### src/rtl/fetch_unit.sv
// Instruction-fetch front end: owns the PC, reads the combinational imem and
// buffers {pc, instr} pairs in a 2-entry FIFO toward decode.
module fetch_unit #(
    parameter logic [31:0] RESET_PC  = 32'h0000_0000,
    parameter int          MEM_WORDS = 2048,
    parameter int          DEPTH     = 2
) (
    input  logic        clk,
    input  logic        reset,
    output logic [31:0] imem_addr,
    input  logic [31:0] imem_instr,
    input  logic        redirect_valid,
    input  logic [31:0] redirect_pc,
    input  logic        id_ready,
    output logic        if_valid,
    output logic [31:0] if_instr,
    output logic [31:0] if_pc,
    output logic        fetch_fault,
    output logic [31:0] fault_pc
);
    localparam logic [31:0] NOP       = 32'h0000_0013;
    localparam logic [32:0] MEM_BYTES = 33'(MEM_WORDS) * 33'd4;
    localparam logic [1:0]  FULL      = 2'(DEPTH);

    typedef enum logic {RUN, FAULT} state_t;

    state_t      state_q, state_d;
    logic [31:0] fetch_pc_q, fetch_pc_d;
    logic [31:0] fault_pc_q, fault_pc_d;
    logic [1:0]  count_q, count_d;
    // Entry 0 is always the head; entry 1 shifts down on pop.
    logic [31:0] pc0_q, pc0_d, pc1_q, pc1_d;
    logic [31:0] in0_q, in0_d, in1_q, in1_d;

    logic in_range, pop, push;

    assign in_range = {1'b0, fetch_pc_q} < MEM_BYTES;
    assign pop      = if_valid & id_ready;
    assign push     = (state_q == RUN) & ~redirect_valid & in_range & ((count_q < FULL) | pop);

    always_comb begin
        state_d    = state_q;
        fetch_pc_d = fetch_pc_q;
        fault_pc_d = fault_pc_q;
        count_d    = count_q;
        pc0_d      = pc0_q;
        pc1_d      = pc1_q;
        in0_d      = in0_q;
        in1_d      = in1_q;
        if (redirect_valid) begin
            count_d = 2'd0;
            if (redirect_pc[1:0] != 2'b00) begin
                state_d    = FAULT;
                fault_pc_d = redirect_pc;
                fetch_pc_d = {redirect_pc[31:2], 2'b00};
            end else begin
                state_d    = RUN;
                fault_pc_d = 32'd0;
                fetch_pc_d = redirect_pc;
            end
        end else begin
            if (state_q == RUN && !in_range) begin
                state_d    = FAULT;
                fault_pc_d = fetch_pc_q;
            end
            case ({push, pop})
                2'b10: begin
                    if (count_q == 2'd0) begin
                        pc0_d = fetch_pc_q;
                        in0_d = imem_instr;
                    end else begin
                        pc1_d = fetch_pc_q;
                        in1_d = imem_instr;
                    end
                    count_d = count_q + 2'd1;
                end
                2'b01: begin
                    pc0_d   = pc1_q;
                    in0_d   = in1_q;
                    count_d = count_q - 2'd1;
                end
                2'b11: begin
                    if (count_q == 2'd1) begin
                        pc0_d = fetch_pc_q;
                        in0_d = imem_instr;
                    end else begin
                        pc0_d = pc1_q;
                        in0_d = in1_q;
                        pc1_d = fetch_pc_q;
                        in1_d = imem_instr;
                    end
                end
                default: ;
            endcase
            if (push) fetch_pc_d = fetch_pc_q + 32'd4;
        end
    end

    always_ff @(posedge clk or posedge reset) begin
        if (reset) begin
            state_q    <= RUN;
            fetch_pc_q <= RESET_PC;
            fault_pc_q <= 32'd0;
            count_q    <= 2'd0;
            pc0_q      <= 32'd0;
            pc1_q      <= 32'd0;
            in0_q      <= NOP;
            in1_q      <= NOP;
        end else begin
            state_q    <= state_d;
            fetch_pc_q <= fetch_pc_d;
            fault_pc_q <= fault_pc_d;
            count_q    <= count_d;
            pc0_q      <= pc0_d;
            pc1_q      <= pc1_d;
            in0_q      <= in0_d;
            in1_q      <= in1_d;
        end
    end

    assign imem_addr   = fetch_pc_q;
    assign if_valid    = count_q != 2'd0;
    assign if_instr    = if_valid ? in0_q : NOP;
    assign if_pc       = if_valid ? pc0_q : 32'd0;
    assign fetch_fault = state_q == FAULT;
    assign fault_pc    = fault_pc_q;
endmodule
### config.mk
export PLATFORM = sky130hd
export DESIGN_NAME = fetch_unit
export DESIGN_NICKNAME = d
export VERILOG_FILES = /design/src/rtl/fetch_unit.sv
export SDC_FILE = /design/constraint.sdc
export NUM_CORES = 1
export LEC_CHECK = 0
export CAP_MARGIN = 20
export CORE_MARGIN = 2
export CORE_UTILIZATION = 30
export CTS_CLUSTER_SIZE = 14
export DETAILED_ROUTE_END_ITERATION = 10
export MAX_ROUTING_LAYER = met4
export PLACE_DENSITY_LB_ADDON = 0.2
export SYNTH_ARGS = -nofsm -noshare
export SYNTH_HDL_FRONTEND = slang
export SYNTH_SLANG_ARGS = --single-unit
export TNS_END_PERCENT = 10
### constraint.sdc
create_clock -name clk -period 8.5 [get_ports clk]
set_input_delay 2.125 -clock clk [delete_from_list [all_inputs] [get_ports clk]]
set_output_delay 2.125 -clock clk [all_outputs]
set_load 0.05 [all_outputs]
After elaboration in Yosys (flattened, before gate mapping)

Cells that the tools add are included.

Flip-flop bits (word level): 195
Input bits: 68
Logic and storage cells: 64

Add/subtract/negate cells: 3
$lt $le $gt $ge: 2
Eq/ne operators: 7
Mux-type cells: 25
Bitwise logic cells: 7
Reduce and logical (&&, ||, !) cells: 12

Operator list:

| kind                                                                            | number |
|---|---|
| 32-bit two-way mux                                                              | 15 |
| 32-bit case mux with 3 select lines                                             | 2 |
| 32-bit case mux with 2 select lines                                             | 2 |
| 32-bit by 3-bit adder with 32-bit output (second input constant)                | 1 |
| 32-bit by 14-bit less-than comparator with 1-bit output (second input constant) | 1 |
| 2-bit nonzero test                                                              | 5 |
| 2-bit != test (second input constant)                                           | 3 |
| 3-bit nonzero test                                                              | 2 |
| 1-bit bitwise AND                                                               | 4 |
| 2-bit by 1-bit == test with 1-bit output (second input constant)                | 2 |
| 2-bit == test (second input constant)                                           | 2 |
| 2-bit two-way mux                                                               | 2 |
| 2-bit case mux with 2 select lines                                              | 1 |
| 4-bit AND reduction                                                             | 1 |
| 1-bit two-way mux                                                               | 3 |
| 3-bit AND reduction                                                             | 1 |
| 2-bit by 1-bit adder with 2-bit output (second input constant)                  | 1 |
| 2-bit logical NOT                                                               | 1 |
| 2-bit less-than comparator (second input constant)                              | 1 |
| 1-bit NOT                                                                       | 2 |
| 2-bit by 1-bit subtractor with 2-bit output (second input constant)             | 1 |
| 1-bit logical AND                                                               | 1 |
| 1-bit logical NOT                                                               | 1 |
| 1-bit bitwise OR                                                                | 1 |

Depth between registers and ports, before layout

Word-level depth: 7
Mapped depth: 9
Gate-level depth less buffers: 7

Worst setup path after synthesis

OpenSTA, ideal clock, no wires.

Path kind: reg-to-output
From: register count_q[1]
To: output port if_instr[10]
Arrival time: 1999 ps
Required time: 6375 ps
Slack: 4376 ps
Cell stages (with the launch flop): 6
Path buffers: 2
Path through: dfrtp_1 > clkinv_1 > ha_1 > clkbuf_1 > clkbuf_1 > nor2b_1

Cells in the longest elaborated chain, start to end: 2

Ends and longest elaborated chain:

| item                     | line | RTL |
|---|---|---|
| start: declaration       | 30   | `logic [1:0] count_q, count_d;` |
| start signal: assignment | 113  | `count_q <= count_d;` |
| 2-bit nonzero test       | 122  | `assign if_valid = count_q != 2'd0;` |
| 32-bit two-way mux       | 123  | `assign if_instr = if_valid ? in0_q : NOP;` |
| end: declaration         | 16   | `output logic [31:0] if_instr,` |

No other way between the ends.

Worst setup path in the final report

From: register count_q[1]
To: output port if_pc[8]

Cells in the longest elaborated chain, start to end: 2

Ends and longest elaborated chain:

| item               | line | RTL |
|---|---|---|
| 2-bit nonzero test | 122  |  |
| 32-bit two-way mux | 124  | `assign if_pc = if_valid ? pc0_q : 32'd0;` |
| end: declaration   | 17   | `output logic [31:0] if_pc,` |

No other way between the ends.

==> reports/results.txt <==
Non-Filler Instances -> 1,297
Post-synthesis cell count -> 716
Count of cells resized by post-cts repair -> 0
Largest cells by area after synthesis -> dfrtp_1 (53%), mux2_2 (14%), mux2_4 (6.8%)
Clk_lat worst skew -> 0.44 ns
Top Ports -> 198
Synth Register Bits -> 195
Fraction of layout cells with a size suffix above 1 -> 23.6%
Final Hold Fails -> 0
# clock sinks -> 195
Hpwl dp -> 14.9 mm
Period minus WS final -> 5.22 ns
CP startpoint kind -> register
Critical Path AT -> 3.09 ns
Slew HR -> 31.3%
Synth Warn # -> 0
Initial Utilization -> 30.4%
Max clock buf depth -> 2
Postcts setup bufs -> 0
Fin crit share -> 61.4%
Required time of the critical path -> 6.38 ns
GP Congestion -> 0.750
Die X -> 177 um
Final setup vio count -> 0
Pins Over Slew Limit -> 0
Setup TNS Final -> 0 ns
Initial antenna violation count -> 1
Unrepaired setup endpoints after global routing -> no
Layout area overhead -> 31.9%
Peak supply drop -> 0.124 mV
DRT antenna net count -> 0
CTS buffer count -> 17
Crit Path Class -> register to primary output
H-tree levels -> 4
Synthesized area -> 9010 um^2
Reg clk slew, reported paths -> 0.08 ns
Cell taking the most area after synthesis -> dfrtp_1
Hold Path Class -> register to register
Total vias in the final route -> 6,189
Rows -> 63
CTS tree -> yes
Critical path endpoint category -> primary output
First-pass GRT wire length -> 37.4 mm
Syn nets -> 787
Vias in the first global route -> 6,442
First-pass DRT Iterations -> 4
FMAX -> 0.192 GHz
Sequential fraction of the synthesis area -> 54.3%
Setup slack, reg-to-reg -> 4.83 ns
PD cells -> 212 nW/um^2
Core Region -> 29,600 um^2
DRT Wirelength -> 23.6 mm
IO buf count -> 197
Clock Tree Root -> clkbuf_16
Post-Place Cells -> 1,263
CP max FO -> 36
Detailed Route Iter0 Violations -> 311
Leak -> 5.07 nW
Asr flop ratio synth -> 100%
Status -> finished, final reports clean
GRT Total Usage -> 15.8%
Die ar. -> 31,400 um^2
# Max-Cap Violations -> 0
Via density -> 4.77
Overflow after GRT -> 0
Mean routed wirelength per cell -> 18.2 um
# DRC -> 0
Largest net degree at the start of global routing -> 127
EDFF count, synth -> 0
Synth unique cells -> 47
Worst-Margin Slew -> 1.03 ns
Final Net Count -> 964
Final Skew -> 0.0189 ns
Main synth FF type -> dfrtp_1
Hold_buf cts -> 0
Die Y -> 177 um
Synthesized area per cell -> 12.6 um^2
Share of the synthesized area in the top cell type -> 52.5%
==> critical path: stages (launching register included) <==
cell and delay (ns):
dfrtp_1 0.40, clkinv_1 0.20, ha_2 0.69, buf_4 0.48, nor2b_1 0.10, clkdlybuf4s50_1 0.76
==> path summary, 6_finish.rpt <==
| path | startpoint | end | cells after the start |
|---|---|---|---|
| worst max-delay path | count_q[1] | if_pc[8] | 5 |
| worst min-delay path | pc1_q[15] | pc0_q[15] | 1 |
| worst max register to register | count_q[1] | in0_q[16] | 8 |
| worst min register to register | pc1_q[15] | pc0_q[15] | 1 |
| max in group asynchronous | reset | in0_q[10] | 3 |
| min in group asynchronous | reset | in0_q[3] | 2 |
==> through the flow <==
step           area (um^2)  power [mW]  worst slack [ns]  hold WS (ns)  utilization, %
2_1_floorplan         9010        1.54              1.07         0.454               -
3_3_place_gp         11300        1.74              3.49         0.466            38.1
3_5_place_dp         11300        1.74              3.47         0.470            38.1
4_1_cts              11900        2.55              3.22         0.486            40.0
5_1_grt              11900        2.64              3.05         0.499            40.1
6_report             11900        2.52              3.28         0.482            40.1
==> metal layers <==
layer  track usage [%]  vias to the layer above  wire, um
li1                  -                     2902         -
met1              22.8                     3117     11900
met2              22.6                      162     10400
met3              3.90                        8      1190
met4              3.01                        0       141
met5                 -                        -         0
==> layout make-up <==
class	count	area [um^2]
Timing Repair Buffer	207	2050
Clock inverter	15	145
Fill cell	2880	17800
Clock buffer	17	425
Tap cell	390	488
Multi-Input combinational cell	465	3850
Sequential cell	195	4890
Antenna cell	1	2.50
Inverter	7	33.8
==> state kept, by name (all words and copies together) (netlist names) <==
register / count
fetch_fault: 1
in0_q: 32
count_q: 2
imem_addr: 32
in1_q: 32
pc0_q: 32
pc1_q: 32
fault_pc: 32
==> synth_stat cells (5+ instances only) <==
cell	number
dfrtp_1	189
mux2_2	112
nor2b_1	67
nand2_1	57
mux2_4	41
a21oi_1	33
clkbuf_1	31
and2_1	20
a221oi_1	19
a22o_1	19
a22oi_1	12
nor3_1	11
o21ai_0	11
xnor2_1	8
buf_2	6
buf_4	6
dfstp_2	6
nand3_1	6
nor4_1	6
inv_1	5
nor2_1	5
nor3b_1	5
==> cells by family after synthesis <==
group / after synthesis / synth area share [%]
XOR/XNOR: 8 / 0.778
adder cells (fa/ha/maj): 3 / 0.417
AO/OA/AOI/OAI: 110 / 9.03
buffers and inverters: 56 / 3.01
flip-flops: 195 / 54.3
multiplexers: 153 / 20.8
AND/OR/NAND/NOR: 191 / 11.7
==> power by group <==
| part | internal, mW | leakage, nW | total (mW) | switching (mW) |
|---|---|---|---|---|
| Sequential | 1.06 | 2.51 | 1.14 | 0.0832 |
| Combinational | 0.258 | 2.28 | 0.581 | 0.323 |
| Clock | 0.391 | 0.280 | 0.799 | 0.408 |
| Total | 1.71 | 5.07 | 2.52 | 0.814 |
==> placed cells by master, fill, tap and decap left out, types with 5 or more instances in the layout <==
cell type,netlist,layout
a21oi_1,33,33
a221oi_1,19,19
a22o_1,19,19
a22oi_1,12,12
and2_1,20,20
buf_4,6,10
clkbuf_16,0,17
clkdlybuf4s50_1,0,196
dfrtp_1,189,189
dfstp_2,6,6
mux2_2,112,112
mux2_4,41,41
nand2_1,57,57
nand3_1,6,6
nor2_1,5,5
nor2b_1,67,67
nor3_1,11,11
nor3b_1,5,5
nor4_1,6,6
o21ai_0,11,11
xnor2_1,8,8
No activity file was read; power rests on OpenSTA's default activity.
